===== src/rtl/camera_window_packer.sv =====
// Camera byte-stream window extractor: keeps bytes inside a rectangular window,
// packs them little-endian into 32-bit words and queues them in a small FIFO.
module camera_window_packer #(
  parameter int unsigned X_START    = 0,
  parameter int unsigned X_LEN      = 640,
  parameter int unsigned Y_START    = 0,
  parameter int unsigned Y_LEN      = 480,
  parameter int unsigned FIFO_DEPTH = 16
) (
  input  logic        pixclk_i,
  input  logic        rst_i,
  input  logic        pix_valid_i,
  input  logic [7:0]  pix_data_i,
  input  logic        frame_start_i,
  input  logic        line_end_i,
  output logic [31:0] word_o,
  output logic        word_valid_o,
  input  logic        word_ready_i,
  output logic        word_sof_o,
  output logic        word_eol_o,
  output logic        overflow_o,
  output logic        frame_done_o
);

  localparam int unsigned PtrW = $clog2(FIFO_DEPTH);

  typedef enum logic [1:0] {StIdle, StActive, StDrop} state_e;

  state_e        state_q, state_d;
  logic [15:0]   x_q, x_d, y_q, y_d;
  logic [1:0]    cnt_q, cnt_d;
  logic [23:0]   pack_q, pack_d;
  logic          psof_q, psof_d;
  logic          first_q, first_d;
  logic          overflow_q, overflow_d;
  logic          done_q, done_d;
  logic [PtrW:0] wptr_q, wptr_d, rptr_q, rptr_d;
  logic [33:0]   mem_q [FIFO_DEPTH];
  logic [33:0]   rd_entry;

  logic          take, in_win, last_col, complete, push_ok, pop, full, empty;
  logic [15:0]   cur_x, cur_y;
  logic [1:0]    cur_cnt;
  logic [23:0]   cur_pack;
  logic          cur_psof, cur_first;
  logic [31:0]   word;
  logic          w_sof, w_eol, w_last;

  assign empty = (wptr_q == rptr_q);
  assign full  = (wptr_q[PtrW] != rptr_q[PtrW]) &&
                 (wptr_q[PtrW-1:0] == rptr_q[PtrW-1:0]);
  assign pop   = !empty && word_ready_i;

  // Byte decode, packing and next-state logic
  always_comb begin
    state_d    = state_q;
    x_d        = x_q;
    y_d        = y_q;
    cnt_d      = cnt_q;
    pack_d     = pack_q;
    psof_d     = psof_q;
    first_d    = first_q;
    overflow_d = overflow_q;
    done_d     = 1'b0;

    // A frame start byte is taken in any state and restarts position/packing
    take      = pix_valid_i && (frame_start_i || state_q == StActive);
    cur_x     = frame_start_i ? 16'h0 : x_q;
    cur_y     = frame_start_i ? 16'h0 : y_q;
    cur_cnt   = frame_start_i ? 2'd0 : cnt_q;
    cur_pack  = frame_start_i ? 24'h0 : pack_q;
    cur_psof  = frame_start_i ? 1'b0 : psof_q;
    cur_first = frame_start_i ? 1'b1 : first_q;

    // Unsigned wrap makes positions left/above the window fail the length test
    in_win   = take && (({16'h0, cur_x} - X_START) < X_LEN) &&
               (({16'h0, cur_y} - Y_START) < Y_LEN);
    last_col = (({16'h0, cur_x} - X_START) == X_LEN - 32'd1);

    word = {8'h0, cur_pack};
    word[{cur_cnt, 3'b000} +: 8] = pix_data_i;
    w_sof    = cur_psof || cur_first;
    w_eol    = line_end_i || last_col;
    w_last   = w_eol && (({16'h0, cur_y} - Y_START) == Y_LEN - 32'd1);
    complete = in_win && (cur_cnt == 2'd3 || w_eol);
    push_ok  = complete && (!full || pop);

    if (take) begin
      x_d     = line_end_i ? 16'h0 : cur_x + 16'd1;
      y_d     = (line_end_i && cur_y != 16'hFFFF) ? cur_y + 16'd1 : cur_y;
      cnt_d   = cur_cnt;
      pack_d  = cur_pack;
      psof_d  = cur_psof;
      first_d = cur_first;
      if (in_win) begin
        first_d = 1'b0;
        if (complete) begin
          cnt_d  = 2'd0;
          pack_d = 24'h0;
          psof_d = 1'b0;
        end else begin
          cnt_d  = cur_cnt + 2'd1;
          pack_d = word[23:0];
          psof_d = w_sof;
        end
      end
    end

    if (pix_valid_i && frame_start_i) state_d = StActive;
    if (complete && !push_ok) begin
      state_d    = StDrop;
      overflow_d = 1'b1;
    end else if (push_ok && w_last) begin
      state_d = StIdle;
      done_d  = 1'b1;
    end

    wptr_d = wptr_q + {{PtrW{1'b0}}, push_ok};
    rptr_d = rptr_q + {{PtrW{1'b0}}, pop};
  end

  // Control state, counters and FIFO pointers
  always_ff @(posedge pixclk_i) begin
    if (rst_i) begin
      state_q    <= StIdle;
      x_q        <= '0;
      y_q        <= '0;
      cnt_q      <= '0;
      pack_q     <= '0;
      psof_q     <= 1'b0;
      first_q    <= 1'b0;
      overflow_q <= 1'b0;
      done_q     <= 1'b0;
      wptr_q     <= '0;
      rptr_q     <= '0;
    end else begin
      state_q    <= state_d;
      x_q        <= x_d;
      y_q        <= y_d;
      cnt_q      <= cnt_d;
      pack_q     <= pack_d;
      psof_q     <= psof_d;
      first_q    <= first_d;
      overflow_q <= overflow_d;
      done_q     <= done_d;
      wptr_q     <= wptr_d;
      rptr_q     <= rptr_d;
    end
  end

  // FIFO storage: {eol, sof, word}; contents are don't-care until written
  always_ff @(posedge pixclk_i) begin
    if (push_ok) mem_q[wptr_q[PtrW-1:0]] <= {w_eol, w_sof, word};
  end

  assign rd_entry     = mem_q[rptr_q[PtrW-1:0]];
  assign word_valid_o = !empty;
  assign word_o       = empty ? 32'h0 : rd_entry[31:0];
  assign word_sof_o   = !empty && rd_entry[32];
  assign word_eol_o   = !empty && rd_entry[33];
  assign overflow_o   = overflow_q;
  assign frame_done_o = done_q;

endmodule

===== config.mk =====
export PLATFORM = sky130hd
export DESIGN_NAME = camera_window_packer
export DESIGN_NICKNAME = d
export VERILOG_FILES = /design/src/rtl/camera_window_packer.sv
export SDC_FILE = /design/constraint.sdc
export NUM_CORES = 1
export LEC_CHECK = 0
export BUFFER_PORTS_ARGS = -buffer_cell sky130_fd_sc_hd__buf_2
export CORE_MARGIN = 4
export CORE_UTILIZATION = 60
export CTS_CLUSTER_SIZE = 24
export DETAILED_ROUTE_END_ITERATION = 10
export GPL_TIMING_DRIVEN = 0
export HOLD_SLACK_MARGIN = 0.1
export PLACE_DENSITY = 0.83
export SETUP_SLACK_MARGIN = 0.1
export SLEW_MARGIN = 20
export SYNTH_ARGS = -nofsm -noshare
export SYNTH_HDL_FRONTEND = slang
export SYNTH_SLANG_ARGS = --single-unit
export TNS_END_PERCENT = 100

===== constraint.sdc =====
create_clock -name pixclk_i -period 15.5 [get_ports pixclk_i]
set_input_delay 1.55 -clock pixclk_i [delete_from_list [all_inputs] [get_ports pixclk_i]]
set_output_delay 1.55 -clock pixclk_i [all_outputs]
set_load 0.005 [all_outputs]

* Yosys cells after proc, flatten, opt, wreduce, memory -nomap -nowiden
Memory sizes are Yosys's and may differ from the RTL's. A register that Yosys moved wholly into a read port is not among the register bits. Index checks and enable logic that the tools add are counted.
Word-level totals: flip-flop bits (word level) 74, bits in writable memories 544, input port bits 14, output and inout port bits 37, word-level logic and storage cells 80, memories 1
Memories:
- mem_q | words 16, width 34, rd ports 1, clocked after memory_dff 1, wr ports 1, RTL line 38 | logic [33:0] mem_q [FIFO_DEPTH];
Operators by class: $add $sub $neg 6, order comparisons 2, equality and inequality tests 8, shifts and indexed selects 2, muxes and demuxes 24, reduce and logical (&&, ||, !) cells 25
Operators by type and width (count):
- 24-bit 2-to-1 mux | 3
- 16-bit 2-to-1 mux | 4
- 16-bit by 1-bit adder with 16-bit output, second input constant | 2
- 32-bit bitwise mux | 1
- 32-bit 2-to-1 mux | 1
- 8-bit by 7-bit variable shift with 32-bit output, first input constant | 1
- 8-bit by 7-bit indexed part select with 32-bit output | 1
- 16-bit by 10-bit equality test with 1-bit output, second input constant | 1
- 16-bit by 9-bit equality test with 1-bit output, second input constant | 1
- 16-bit by 10-bit less-than comparator with 1-bit output, second input constant | 1
- 16-bit by 9-bit less-than comparator with 1-bit output, second input constant | 1
- 16-bit inequality test, second input constant | 1
- 1-bit logical AND | 14
- 2-bit 2-to-1 mux | 6
- 5-bit by 1-bit adder with 5-bit output | 2
- 1-bit 2-to-1 mux | 8
- 5-bit negation with 7-bit output | 1
- 5-bit equality test | 1
- 1-bit logical OR | 5
- 4-bit equality test | 1
- 4-bit 2-to-1 mux | 1
- 1-bit logical NOT | 3
- 3-bit nonzero test | 1
- 3-bit OR reduction | 1
- 5 further kinds | 5

* Logic depth before layout (Yosys ltp)
depth after elaboration 10, gate-level depth with buffers 16, depth with buffers taken out 12

* Worst setup path after synthesis
Ideal clock, no wire load.
kind input to register, start point input frame_start_i, end point memory mem_q[12][0] (enable), data arrival time 6391 ps, slack 8599 ps, cell stages on the path 10, cells stage by stage buf_2 buf_2 clkbuf_1 nor2b_1 ha_1 nand4b_1 nor3_2 a211o_2 nand3_4 nor4_1
On the way: longest elaborated chain between the ends 8, elaborated cells on any way between the ends 17
Ends and longest elaborated chain:
- start: declaration | RTL line 14 | input logic frame_start_i,
- 16-bit 2-to-1 mux or 1-bit logical OR (tied branches) | RTL line 68, 67
- 16-bit by 10-bit less-than comparator with 1-bit output, or another cell as far along | RTL line 76 | in_win = take && (({16'h0, cur_x} - X_START) < X_LEN) &&
- 1-bit logical AND or 1-bit logical OR (tied branches) | RTL line 76, 83
- 1-bit logical AND or 1-bit logical OR (tied branches) | RTL line 76, 85
- 1-bit logical AND * | RTL line 85 | complete = in_win && (cur_cnt == 2'd3 || w_eol);
- 1-bit logical AND * | RTL line 86 | push_ok = complete && (!full || pop);
- 1-bit 2-to-1 mux * | RTL line 153 | if (push_ok) mem_q[wptr_q[PtrW-1:0]] <= {w_eol, w_sof, word};
- 1-bit 2-to-1 mux (not written as such) * | RTL line 153
- end: declaration | RTL line 38
Mark *: on every way between the ends. The rest lies on a longest branch, timed or not.

* Final worst setup path
start point register rptr_q[3], end point output word_o[22]
On the way: longest elaborated chain between the ends 2
Ends and longest elaborated chain:
- start: declaration | RTL line 37 | logic [PtrW:0] wptr_q, wptr_d, rptr_q, rptr_d;
- start signal: assignment | RTL line 147 | rptr_q <= rptr_d;
- 5-bit equality test | RTL line 49 | assign empty = (wptr_q == rptr_q);
- 32-bit 2-to-1 mux | RTL line 158 | assign word_o = empty ? 32'h0 : rd_entry[31:0];
- end: declaration | RTL line 16 | output logic [31:0] word_o,
No other way between the ends.

==> run metrics <==
nets=1,507; CP max stage cell=nor2_1; Final Util=between 60% and 70%; CP startpoint=rptr_q[3]; clk root buf=clkbuf_16; Die Ht=approximately 210 um; Compound-Gate Fraction of Synth Area=between 3 and 4%; Crit path arrival time=3.79 ns; Hold Slack=about 0.47 ns; Crit path depth=7; largest net degree at the start of global routing=19; HP Class=flop to flop; # rows=74; worst-path maximum fanout=10; FF-to-FF End=rptr_q[4]; clock transition time at the flip-flop clock pins of the worst setup and hold paths=0.07 ns; Synth Area in XOR/XNOR=less than 1%; Layout Skew=about 0.024 ns; WP data required=13.95 ns; Die Footprint=44,400 um2; clk_lat worst skew=between 0.6 and 0.7 ns; HPWL Detailed=40,200 um; Mapped Area=24,700 um2; Final Cell Area=roughly 28,000 um2; CTS resizes=0; grt ovf=0; first-pass GRT wire length=approximately 90,000 um; final setup vio count=0; Yosys reg bits=618; die width=between 200 and 250 um; mux share of post-synthesis cell area=between 15 and 20%; relative slew slack=between 20% and 30%; Total GRT Usage=between 20% and 30%; detailed-route DRC error count=0; Setup TNS=0 ns; routability cong.=between 0.8 and 0.9; Placed Area=about 26,000 um2; vias=about 14,000; WL/cell=approximately 30 um; setup slack at placement=between 9 and 10 ns; Tcrit/Tclk final=between 30% and 40%; CTS tree=done; Leak=between 8 and 9 nW; Non-Filler Instances=approximately 2,100; number of antenna violations at the first check in global routing=1; DR vias/cell=6.77; Post-CTS Hold Buffers=0; num ports=51; total CTS buffers=58; diode count=0; Longest Clk Path Bufs=3; met3 Resource Use GR=between 6 and 7%; CP most frequent cell=clkbuf_1; Simple-Gate Fraction of Synth Area=about 5.7%; largest family of logic cells by synthesized area=multiplexers; syn_nets=between 1,000 and 1,500; crit end category=output port; Final Max Tran Viols=0; synthesized-area fraction occupied by adder cells=0.608%; first drt pass iteration count=6; register area=about 18,000 um2; dominant synthesized flop cell=edfxtp_1; outcome=finished clean; Cells after Synth=between 1,000 and 1,500; final worst path period need=approximately 5.3 ns; Initial Util=60.6%; Largest delay share family, worst path=buffers and inverters; Cell Chain, Critical Path=clkbuf_1, xnor2_1, nand4_1, nor2_1, clkbuf_1, nor2b_1, buf_2; Synth Warn #=0; number of synthesized flops with an enable pin=544; Crit Path Category=flop to output port; GRT met2 Usage=a little under half; Max rail drop VDD=~0.091 mV; MaxCap Viol Count=0; Final ANT Viol Nets=0; Most Crowded Layer GR=met2; worst setup margin=between 10 and 15 ns; Buf/Inv on CP=3; RR Startpoint=rptr_q[3]; final total power=between 3 and 4 mW; vias in the first global route=approximately 14,000; sequential area share after synthesis=around 72%; Buffers on Ports=50; DRT iter0 DRCs=1,872; Post-synth ARST share=0%; Worst Setup EP=word_o[22]; actual slew at the worst max-slew pin=between 1 and 1.5 ns; Worst Setup Start Kind=flop; Detailed Route WL=a little over 60,000 um; Final Hold Fails=0; fraction of layout instances using a drive strength above 1=a little under a third; clk sink count=between 600 and 700; Syn Area/Cell=19.3 um2; Worst path max stage delay=approximately 0.9 ns; multi-input combinational cell area=~6500 um2; Synth-to-Final Area Change=14.4%; flop2flop setup slack=roughly 12 ns; synth unique cells=67; RSZ-0062 raised after global routing=false; fillers=2,382; Worst R2R Path Depth=11; met1 global-route usage=about 38%; f_max=between 0.15 and 0.2 GHz; core area=approximately 41,000 um2; placed cells=between 1,500 and 2,000; setup bufs post-CTS=0; H-tree depth=2; PwrDens=around 120 nW/um2
[placed cells by master (no fill, tap or decap), types with 10 or more instances in the layout]
cell | Yosys | routed
o2bb2ai_1 | 25 | 25
ha_1 | 12 | 12
buf_6 | 3 | 17
nor2_1 | 32 | 31
clkbuf_16 | 0 | 59
nand2_1 | 34 | 34
buf_4 | 1 | 46
edfxtp_1 | 544 | 544
buf_1 | 10 | 10
nand3_1 | 16 | 16
and2_1 | 12 | 12
mux4_2 | 170 | 170
inv_1 | 23 | 23
clkbuf_1 | 34 | 53
o21ai_0 | 13 | 13
nor2b_1 | 46 | 46
a21oi_1 | 30 | 30
dfxtp_1 | 74 | 74
a22oi_1 | 16 | 16
buf_2 | 25 | 109
nor3_2 | 2 | 11
[routing by layer]
metal	vias to the layer above	routed length, um
li1	5653	-
met1	7147	21400
met2	922	30800
met3	172	6470
met4	2	2690
met5	-	11
[registers in the layout, indices dropped and copies added (netlist names)]
register,cells
y_q,16
rptr_q,5
wptr_q,5
pack_q,24
first_q,1
psof_q,1
frame_done_o,1
overflow_o,1
mem_q,544
cnt_q,2
x_q,16
state_q,2
[power breakdown]
part / total [mW] / internal (mW) / switching, mW
registers: 1.81 / 1.81 / 0.00384
clock network: 1.39 / 0.797 / 0.595
logic: 0.254 / 0.109 / 0.145
total: 3.46 / 2.71 / 0.744
[area by class of cell]
| cell class | instances | area share (%) |
|---|---|---|
| plain buffers | 73 | 1.17 |
| clock inverters | 16 | 0.669 |
| inverters | 24 | 0.319 |
| clock buffers | 85 | 5.82 |
| flip-flops and latches | 618 | 63.1 |
| multi-input cells | 561 | 23.1 |
| well taps | 532 | 2.36 |
| repair buffers | 145 | 3.44 |
[cell families (layout without fill, tap and decap cells)]
group	Yosys count	in the layout
DFF	618	618
and+or+nand+nor	236	236
muxes	176	176
AOI/OAI and AO/OA	122	122
buffers and inverters	97	343
xor gates and xnor gates	15	15
adders and majority gates	12	12
[cell usage after synthesis, types with 3 or more instances]
master	count	share of area [%]
edfxtp_1	544	66
mux4_2	170	16
dfxtp_1	74	6.0
nor2b_1	46	1.2
clkbuf_1	34	0.52
nand2_1	34	0.52
nor2_1	32	0.49
a21oi_1	30	0.61
buf_2	25	0.51
o2bb2ai_1	25	0.89
inv_1	23	0.35
a22oi_1	16	0.49
nand3_1	16	0.32
nor4_1	14	0.35
nor3_1	13	0.26
o21ai_0	13	0.26
and2_1	12	0.30
ha_1	12	0.61
buf_1	10	0.15
and3_1	9	0.23
nand2b_1	9	0.23
a22o_1	8	0.28
nand4_1	8	0.20
xnor2_1	8	0.28
or3_1	7	0.18
xor2_1	7	0.25
mux2_2	5	0.23
nand3b_1	5	0.15
nand4b_1	5	0.18
a31oi_1	4	0.10
and4b_1	4	0.16
buf_6	3	0.14
o31ai_1	3	0.091
or2_2	3	0.076
or4_1	3	0.091
[how the worst min path moves through the flow]
stage | startpoint | to | slack (ns) | cells past startpoint
final | pack_q[18] | pack_q[18] | 0.47 | 1
after global routing | pack_q[0] | pack_q[0] | 0.48 | 1
after CTS | pack_q[18] | pack_q[18] | 0.47 | 1
after detailed placement | pack_q[13] | pack_q[13] | 0.45 | 1
after global placement | pack_q[6] | pack_q[6] | 0.44 | 1
after floorplan | pack_q[16] | pack_q[16] | 0.43 | 1
Power figures use the tool's default switching activity.
